--- config.mk ---
export PLATFORM = sky130hd
export DESIGN_NAME = smpl_iter_tx
export DESIGN_NICKNAME = d
export VERILOG_FILES = /design/src/rtl/smpl_iter_tx.sv
export SDC_FILE = /design/constraint.sdc
export NUM_CORES = 1
export LEC_CHECK = 0
export ABC_AREA = 1
export CAP_MARGIN = 10
export CORE_AREA = 2 2 280 282
export DETAILED_ROUTE_END_ITERATION = 8
export DIE_AREA = 0 0 282 284
export HOLD_SLACK_MARGIN = 0.05
export PLACE_DENSITY_LB_ADDON = 0.15
export SYNTH_ARGS = -nofsm -noshare
export SYNTH_HDL_FRONTEND = slang
export SYNTH_SLANG_ARGS = --single-unit
--- constraint.sdc ---
create_clock -name clk -period 4.5 [get_ports clk]
set_input_delay 0.9 -clock clk [delete_from_list [all_inputs] [get_ports clk]]
set_output_delay 0.9 -clock clk [all_outputs]
set_load 0.03 [all_outputs]
--- src/rtl/smpl_iter_tx.sv ---
// Sample iterator: accepts one bounding-boxed triangle at a time and emits every
// subsample position inside the snapped box, one per cycle, in raster order.
module smpl_iter_tx #(
   parameter int SIGFIG = 24,
   parameter int RADIX  = 10,
   parameter int VERTS  = 3,
   parameter int AXIS   = 3,
   parameter int COLORS = 3
) (
   input  logic                                     clk,
   input  logic                                     rst,
   input  logic [VERTS-1:0][AXIS-1:0][SIGFIG-1:0]   tri_R13S,
   input  logic [COLORS-1:0][SIGFIG-1:0]            color_R13U,
   input  logic [1:0][1:0][SIGFIG-1:0]              box_R13S,
   input  logic                                     validTri_R13H,
   input  logic [3:0]                               subSample_RnnnnU,
   output logic                                     halt_RnnnnL,
   output logic [VERTS-1:0][AXIS-1:0][SIGFIG-1:0]   tri_R14S,
   output logic [COLORS-1:0][SIGFIG-1:0]            color_R14U,
   output logic [1:0][SIGFIG-1:0]                   sample_R14S,
   output logic                                     validSamp_R14H
);

   localparam logic [0:0] WAIT = 1'b0;
   localparam logic [0:0] TEST = 1'b1;
   localparam logic [SIGFIG-1:0] ONE = SIGFIG'(1);

   logic [0:0]                               state_q, state_d;
   logic                                     halt_q, halt_d;
   logic                                     valid_q, valid_d;
   logic [SIGFIG-1:0]                        x_q, x_d, y_q, y_d;
   logic [SIGFIG-1:0]                        ll_x_q, ll_x_d, ur_x_q, ur_x_d, ur_y_q, ur_y_d;
   logic [SIGFIG-1:0]                        step_q, step_d;
   logic [VERTS-1:0][AXIS-1:0][SIGFIG-1:0]   tri_q, tri_d;
   logic [COLORS-1:0][SIGFIG-1:0]            color_q, color_d;

   int                                       shamt;
   logic [SIGFIG-1:0]                        step_in, mask_in;
   logic [SIGFIG-1:0]                        snap_llx, snap_lly, snap_urx, snap_ury;
   logic                                     box_empty;
   logic [SIGFIG:0]                          x_nxt, y_nxt;
   logic                                     x_fits, y_fits;

   // Step and grid snap for the incoming triangle; snapping masks toward -inf.
   always_comb begin
      case (subSample_RnnnnU)
         4'b0001: shamt = RADIX - 3;
         4'b0010: shamt = RADIX - 2;
         4'b0100: shamt = RADIX - 1;
         default: shamt = RADIX;
      endcase
      step_in   = ONE << shamt;
      mask_in   = ~(step_in - ONE);
      snap_llx  = box_R13S[0][0] & mask_in;
      snap_lly  = box_R13S[0][1] & mask_in;
      snap_urx  = box_R13S[1][0] & mask_in;
      snap_ury  = box_R13S[1][1] & mask_in;
      box_empty = ($signed(snap_llx) > $signed(snap_urx)) ||
                  ($signed(snap_lly) > $signed(snap_ury));
   end

   // One extra bit keeps x+step from wrapping when UR sits near the positive limit.
   always_comb begin
      x_nxt  = {x_q[SIGFIG-1], x_q} + {1'b0, step_q};
      y_nxt  = {y_q[SIGFIG-1], y_q} + {1'b0, step_q};
      x_fits = $signed(x_nxt) <= $signed({ur_x_q[SIGFIG-1], ur_x_q});
      y_fits = $signed(y_nxt) <= $signed({ur_y_q[SIGFIG-1], ur_y_q});
   end

   // NOTE: every signal assigned here gets a default first so no latch is inferred.
   always_comb begin
      state_d = state_q;
      halt_d  = halt_q;
      valid_d = valid_q;
      x_d     = x_q;
      y_d     = y_q;
      ll_x_d  = ll_x_q;
      ur_x_d  = ur_x_q;
      ur_y_d  = ur_y_q;
      step_d  = step_q;
      tri_d   = tri_q;
      color_d = color_q;
      case (state_q)
         WAIT: begin
            if (validTri_R13H) begin
               tri_d   = tri_R13S;
               color_d = color_R13U;
               ll_x_d  = snap_llx;
               ur_x_d  = snap_urx;
               ur_y_d  = snap_ury;
               step_d  = step_in;
               if (!box_empty) begin
                  x_d     = snap_llx;
                  y_d     = snap_lly;
                  valid_d = 1'b1;
                  halt_d  = 1'b0;
                  state_d = TEST;
               end
            end
         end
         TEST: begin
            if (x_fits) begin
               x_d = x_nxt[SIGFIG-1:0];
            end else if (y_fits) begin
               x_d = ll_x_q;
               y_d = y_nxt[SIGFIG-1:0];
            end else begin
               valid_d = 1'b0;
               halt_d  = 1'b1;
               state_d = WAIT;
            end
         end
         default: begin
            valid_d = 1'b0;
            halt_d  = 1'b1;
            state_d = WAIT;
         end
      endcase
   end

   // NOTE: sequential state uses non-blocking assignments so all flops update together.
   always_ff @(posedge clk or negedge rst) begin
      if (!rst) begin
         state_q <= WAIT;
         halt_q  <= 1'b1;
         valid_q <= 1'b0;
         x_q     <= '0;
         y_q     <= '0;
         ll_x_q  <= '0;
         ur_x_q  <= '0;
         ur_y_q  <= '0;
         step_q  <= '0;
         tri_q   <= '0;
         color_q <= '0;
      end else begin
         state_q <= state_d;
         halt_q  <= halt_d;
         valid_q <= valid_d;
         x_q     <= x_d;
         y_q     <= y_d;
         ll_x_q  <= ll_x_d;
         ur_x_q  <= ur_x_d;
         ur_y_q  <= ur_y_d;
         step_q  <= step_d;
         tri_q   <= tri_d;
         color_q <= color_d;
      end
   end

   assign halt_RnnnnL    = halt_q;
   assign validSamp_R14H = valid_q;
   assign sample_R14S[0] = x_q;
   assign sample_R14S[1] = y_q;
   assign tri_R14S       = tri_q;
   assign color_R14U     = color_q;

endmodule

==> results of run 1 <==
[metrics by stage]
step | power (µW) | instances | setup TNS [ns]
2_1_floorplan | 11520 | 2956 | 0
5_1_grt | 21880 | 4802 | -0.007386
6_report | 20590 | 4803 | 0
3_5_place_dp | 16070 | 4702 | -19.69
3_3_place_gp | 16050 | 4702 | -15.51
4_1_cts | 20820 | 4800 | 0
[layout make-up]
class                           instances  area (µm²)  share of cell area (%)
Tap cell                             1040        1301                   3.917
Sequential cell                       427       10690                   32.17
Timing Repair Buffer                  822        8135                   24.49
Inverter                              227       859.6                   2.587
Antenna cell                            3       7.507                 0.02260
Multi-Input combinational cell       2186       10350                   31.14
Clock buffer                           74        1546                   4.655
Clock inverter                         24       337.8                   1.017
[metal layers]
| layer | part of all wire [%] | vias to the layer above | track usage [%] | wire length [µm] |
|---|---|---|---|---|
| li1 | - | 10779 | - | - |
| met1 | 41 | 10102 | 27.38 | 37760 |
| met2 | 50 | 542 | 39.85 | 45780 |
| met3 | 6.4 | 127 | 5.771 | 5860 |
| met4 | 2.5 | 8 | 5.691 | 2287 |
| met5 | 0.062 | - | 0 | 57 |
[state kept, by name, summed over array words and instances, names as in the netlist]
name / cells
y_q: 24
tri_R14S: 216
validSamp_R14H: 1
ur_y_q: 24
halt_RnnnnL: 1
state_q: 1
ur_x_q: 24
color_R14U: 72
step_q: 16
ll_x_q: 24
x_q: 24
[kinds of logic (layout without fill, tap and decap cells)]
family | after synthesis | count (layout)
compound gates | 173 | 173
buf+inv | 343 | 1147
fa+ha+maj | 139 | 139
flops | 427 | 427
simple gates | 1843 | 1843
other cells | 0 | 3
xor+xnor | 31 | 31
[placed cells by master (no fill, tap or decap), types with 52 or more instances in the layout]
master / instances
nand4_1: 52
dfrtp_1: 424
buf_4: 83
a21oi_1: 72
clkdlybuf4s50_1: 727
clkbuf_16: 54
ha_1: 136
nand2_1: 1463
inv_1: 225
o21ai_0: 85
nor2_1: 124
nand3_1: 164
[how the worst max path moves through the flow]
stage,end,from,slack [ns],cells past startpoint
finish,y_q[18],subSample_RnnnnU[1],0.29,27
global placement,x_q[17],subSample_RnnnnU[1],-0.33,32
CTS,x_q[21],subSample_RnnnnU[1],0.21,32
detailed placement,x_q[21],subSample_RnnnnU[1],-0.43,32
floorplan,y_q[17],subSample_RnnnnU[1],0.02,33
global route,y_q[10],subSample_RnnnnU[2],-0.005,31
[power by group]
group	switching, µW	internal, µW
Sequential	940	5100
Clock	1800	2800
Combinational	6320	3630
Total	9060	11500
==> summary.txt, run 1 <==
Global route
  • Initial antenna violation count: 10
  • Vias in the first global route: 21914
  • GRT Residual Overflow: 0
  • Pin count of the biggest net entering global routing: 175
  • GRT Resource Usage Total: 22.67%
  • First-pass GRT wire length: roughly 140000 µm

STA
  • Crit share post-route: 93.66%
  • Max Slew Vio Count: 0
  • Fmax: 237.3 MHz
  • Tmin final: 4.215 ns
  • Final setup violation count: 0
  • Hold Slack: 0.3250 ns
  • Layout Skew: 0.01888 ns
  • Final hold violations: 0
  • Worst Tran Pin Value: 1.080 ns
  • Relative slew slack: 27.99%
  • Worst setup margin: roughly 0.29 ns

Setup path
  • Worst R2R Path Depth: 26
  • Startpoint types: input port
  • Crit path max-delay family: simple AND/OR/NAND/NOR gates
  • Most frequent CP cell: nand2_1
  • Origin of the critical flop-to-flop path: y_q[0]
  • Data required, critical path: around 5.0 ns
  • Arr. time, crit path: 4.71 ns
  • FF-to-FF End: x_q[15]
  • CP max FO: 24
  • Worst path slowest cell: clkdlybuf4s50_1
  • CP max stage delay: 0.53 ns
  • Reg2reg setup slack: between 0.3 and 0.4 ns
  • Buf/Inv on CP: 7
  • Worst setup EP type: register
  • CP Class: in2reg

Pwr
  • PwrDens: 619.6 mW/mm²
  • Worst vdd rail ir drop: 0.4019 mV
  • Total leakage power: 0.01697 µW

Clocking
  • Maximum root-to-sink buffer count: 3
  • Post-CTS resize count: 0
  • Total CTS buffers: 53
  • Clock transition at path regs: 0.06 ns
  • CTS tree: done
  • CTS Hold Bufs: 0
  • Clock root buffer: clkbuf_16
  • # H-tree levels: 2
  • Worst-skew pair later-pin latency: 0.61 ns
  • Post-CTS Setup Inserts: 0
  • Num Clock Sinks: approximately 430

Yosys
  • Number of distinct library cells after synthesis: 37
  • Post-Synth XOR/XNOR Area: 1.217%
  • Sequential-to-total area share from yosys stat: 47.88%
  • Post-synth ARST share: 100.0%
  • Yosys reg bits: 427
  • Post-Synthesis Cells: ~3000
  • Cell taking the most area after synthesis: dfrtp_1
  • Mapped Area: between 0.02 and 0.025 mm²
  • Post-synthesis compound-gate area fraction: between 4 and 5%
  • Post-synthesis simple-gate area fraction: 33.02%
  • Post-Synth Adder-Cell Area: a little under 8%
  • Post-synth top area share: 47.76%
  • Top cells by area, synth: dfrtp_1, nand2_1, ha_1
  • Mapped Nets: 3486
  • Main synth FF type: dfrtp_1
  • Yosys warnings: 0
  • Post-synthesis mux area share: 0%
  • Combinational family with the most area after synthesis: simple AND/OR/NAND/NOR gates
  • Avg Cell Area, Syn: 7.550 µm²
  • Number of synthesized flops with an enable pin: 0
  • Most common cell in the synthesized netlist: nand2_1
  • Commonest cells in the netlist: nand2_1, dfrtp_1, inv_1

Placement
  • I/O Buffers: 728
  • GPL Wtd Cong: 0.9032
  • Dpl ws: -0.4291 ns
  • Post-DP Area: between 0.03 and 0.04 mm²
  • Hpwl dp: 71180 µm

Floorplanning
  • Ports: between 700 and 800
  • Die W: 282 µm
  • Initial Utilization: 29.00%
  • Core area: 0.07696 mm²
  • Row Count: 102
  • Die Ht: 284 µm
  • Die Area: 0.08009 mm²

Final layout
  • Layout fillers: 7825
  • Layout cells sized above 1: 5.505%
  • Design area: 0.03322 mm²
  • Final Util: 43.17%
  • Nets: roughly 4200
  • Area Growth Syn to Fin: 48.86%

Drt
  • Vias/cell: 4.488
  • DRT antenna net count: 0
  • Starting DRC count in detailed routing: 1131
  • Drt total wl: 91740 µm
  • DR pass1 iterations: 5
  • Post-DR wirelength/cell: between 15 and 20 µm
  • DR vias: ~22000
  • DR DRC count: 0

Worst hold path
  • Hold Crit Class: in2async

Flow run
  • Max Cap Viol: 0

Outcome
  • Status: completed
No activity file was read; power rests on OpenSTA's default activity.
==> inputs of run 2 (changes only) <==
CAP_MARGIN = default   (was 10)
CTS_CLUSTER_SIZE = 25   (was default)
==> results of run 2 <==
Same layout as run 1: the final DEF is identical, and so are final timing and power.
==> inputs of run 3 (changes only) <==
CORE_AREA = 2 2 285 287   (was 2 2 280 282)
DIE_AREA = 0 0 287 289   (was 0 0 282 284)
SETUP_SLACK_MARGIN = 0.3   (was default)
clock period = 5.48 ns   (was 4.5 ns; I/O delays follow)
==> run 3 against run 2 <==
  * Non-clock buffer count fell by 55
  * Core utilization fell by 2.2 points
  * Via count is 0.70% lower
  * Critical path type unchanged
  * Critical endpoint is now x_q[17]
  * Largest cell class unchanged
==> summary.txt, run 3 (synthesis results as in run 1) <==
Floorplanning
  • Die Ht: 289 µm (+1.8%)
  • Ports: 729 (unchanged)
  • Initial Utilization: 27.93% (-1.1 points)
  • Die Area: 0.08294 mm² (+3.6%)
  • Die W: 287 µm (+1.8%)
  • Row Count: 104 (+2.0%)
  • Core area: 0.07990 mm² (+3.8%)

Setup path
  • Arr. time, crit path: 5.23 ns (+0.52 ns)
  • Buf/Inv on CP: 10 (+3)
  • FF-to-FF End: x_q[17]
  • CP Class: in2reg
  • Startpoint types: input port
  • Origin of the critical flop-to-flop path: y_q[0]
  • Most frequent CP cell: nand2_1
  • Worst setup EP type: register
  • CP max stage delay: 0.52 ns (about the same)
  • Worst R2R Path Depth: 26 (unchanged)
  • Reg2reg setup slack: 0.92 ns (+0.53 ns)
  • Worst path slowest cell: clkdlybuf4s50_1
  • Crit path max-delay family: simple AND/OR/NAND/NOR gates
  • CP max FO: 25 (+4.2%)
  • Data required, critical path: 5.97 ns (+0.98 ns)

Clocking
  • # H-tree levels: 2 (unchanged)
  • Num Clock Sinks: 427 (unchanged)
  • Maximum root-to-sink buffer count: 3 (unchanged)
  • Clock root buffer: clkbuf_16
  • Total CTS buffers: 53 (unchanged)
  • CTS tree: done
  • Clock transition at path regs: 0.06 ns (about the same)
  • Post-CTS Setup Inserts: 0 (unchanged)
  • Worst-skew pair later-pin latency: 0.62 ns (about the same)

Placement
  • Hpwl dp: 72710 µm (+2.1%)
  • Placed cell count: 4667 (-0.74%)
  • I/O Buffers: 728 (unchanged)
  • GPL Wtd Cong: 0.9504 (+5.2%)
  • Dpl ws: -0.07924 ns (+0.3499 ns)

Final layout
  • Area of the multi-input gates: 0.01033 mm² (-0.16%)
  • Most common cell after layout, fill and taps aside: nand2_1
  • Non-Filler Instances: 4768 (-0.73%)
  • Final Util: 40.94% (-2.2 points)
  • Register area: 0.01069 mm² (about the same)
  • Layout cells sized above 1: 3.914% (-1.6 points)
  • Largest register FFs: 216 (unchanged)
  • Area Growth Syn to Fin: 46.54%
  • Layout fillers: 8237 (+5.3%)
  • Commonest cells after routing, fill and taps aside: nand2_1, clkdlybuf4s50_1, dfrtp_1
  • Nets: 4192 (-1.3%)

STA
  • Tmin final: 4.741 ns
  • Final setup violation count: 0 (unchanged)
  • Layout Skew: 0.01598 ns (-0.002903 ns)
  • Crit share post-route: 86.52%
  • Hold Slack: 0.4667 ns (+0.1418 ns)
  • Fmax: 210.9 MHz
  • Final hold violations: 0 (unchanged)
  • Fin Setup TNS: 0 ns (unchanged)
  • Worst Tran Pin Value: 1.124 ns (+0.04395 ns)
  • Unrepaired setup endpoints after global routing: false
  • Relative slew slack: 25.06% (-2.9 points)
  • Max Slew Vio Count: 0 (unchanged)
  • Worst setup margin: 0.7386 ns (+0.4532 ns)

Drt
  • DR DRC count: 0 (unchanged)
  • Vias/cell: 4.490 (about the same)
  • DR pass1 iterations: 5 (unchanged)
  • Starting DRC count in detailed routing: 1191 (+5.3%)
  • Post-DR wirelength/cell: 19.75 µm (+3.4%)
  • Drt total wl: 94150 µm (+2.6%)
  • DRT antenna net count: 0 (unchanged)
  • DR vias: 21407 (-0.70%)

Worst hold path
  • Worst hold start: tri_R14S[63]
  • Hold Crit Class: reg2reg
  • Hold path depth: 2
  • Hold Path End: tri_R14S[63]

Pwr
  • PwrDens: 512.6 mW/mm² (-17%)
  • Total leakage power: 0.01666 µW (-1.8%)
  • Worst vdd rail ir drop: 0.3263 mV (-19%)

Global route
  • Vias in the first global route: 21268 (-2.9%)
  • First-pass GRT wire length: 138000 µm (+0.34%)
  • Pin count of the biggest net entering global routing: 219 (+25%)
  • GRT Residual Overflow: 0 (unchanged)
  • Initial antenna violation count: 18 (+8)
  • GRT Resource Usage Total: 22.08% (-0.59 points)

Outcome
  • Status: completed

Flow run
  • Max Cap Viol: 0 (unchanged)
[run 3: worst reg2reg max path, cell delays in order, from the launching register on]
cell	delay, ns
dfrtp_1	0.44
ha_1	0.25
inv_1	0.07
fa_1	0.41
inv_1	0.15
nand3_1	0.09
nand2_1	0.13
nand2_1	0.06
nand2_1	0.14
nand2_1	0.07
nand2_1	0.13
nand2_1	0.11
nor3_1	0.15
nor2_1	0.07
ha_1	0.34
nand2_1	0.17
nor2_1	0.07
nor2_1	0.08
nand2_1	0.05
a21oi_1	0.29
nand3_1	0.12
nand2_1	0.09
nand2_1	0.11
o21ai_4	0.36
nand2_4	0.30
nand2_1	0.16
nand2_1	0.05
[run 3: what timing repair did]
item                       4_1_cts  5_1_grt
resized for setup                0        3
hold buffers                     0        0
setup endpoints to repair        0       49
[run 3: worst max path at each step]
stage	start	slack (ns)	depth (start not counted)	to
6_report	subSample_RnnnnU[1]	0.74	32	x_q[17]
4_1_cts	subSample_RnnnnU[0]	0.55	28	x_q[12]
2_1_floorplan	subSample_RnnnnU[1]	0.80	33	y_q[17]
5_1_grt	subSample_RnnnnU[1]	0.32	32	x_q[12]
3_5_place_dp	subSample_RnnnnU[0]	-0.08	28	x_q[12]
3_3_place_gp	subSample_RnnnnU[0]	0.02	28	x_q[6]
[run 3: power by group]
group          leakage (µW)  total (µW)  switching, µW  internal, µW
sequential          0.00535        4970            789          4180
clock              0.000880        3640           1510          2130
combinational        0.0104        8150           5220          2940
total                0.0167       16800           7520          9250
[run 3: final cells by class]
type,count,share of cell area (%)
flip-flops and latches,427,32.68
clock inverters,29,0.9679
diodes,3,0.02295
clock buffers,69,4.487
well taps,1060,4.055
repair buffers,767,23.57
multi-input cells,2186,31.59
inverters,227,2.628
[run 3: layer usage]
metal	GRT usage [%]	up-vias	routed length, µm
met2	38.04	560	46980
met4	4.818	18	1904
met1	27.42	10055	38590
met3	6.228	121	6547
li1	-	10653	-
met5	0	-	130
[run 3: per-stage QoR]
stage / total power, µW / instance area, µm²
final: 16770 / 32710
after global routing: 17820 / 32700
after CTS: 16970 / 32680
after detailed placement: 13220 / 30890
after global placement: 13200 / 30890
after floorplan: 9460 / 22320
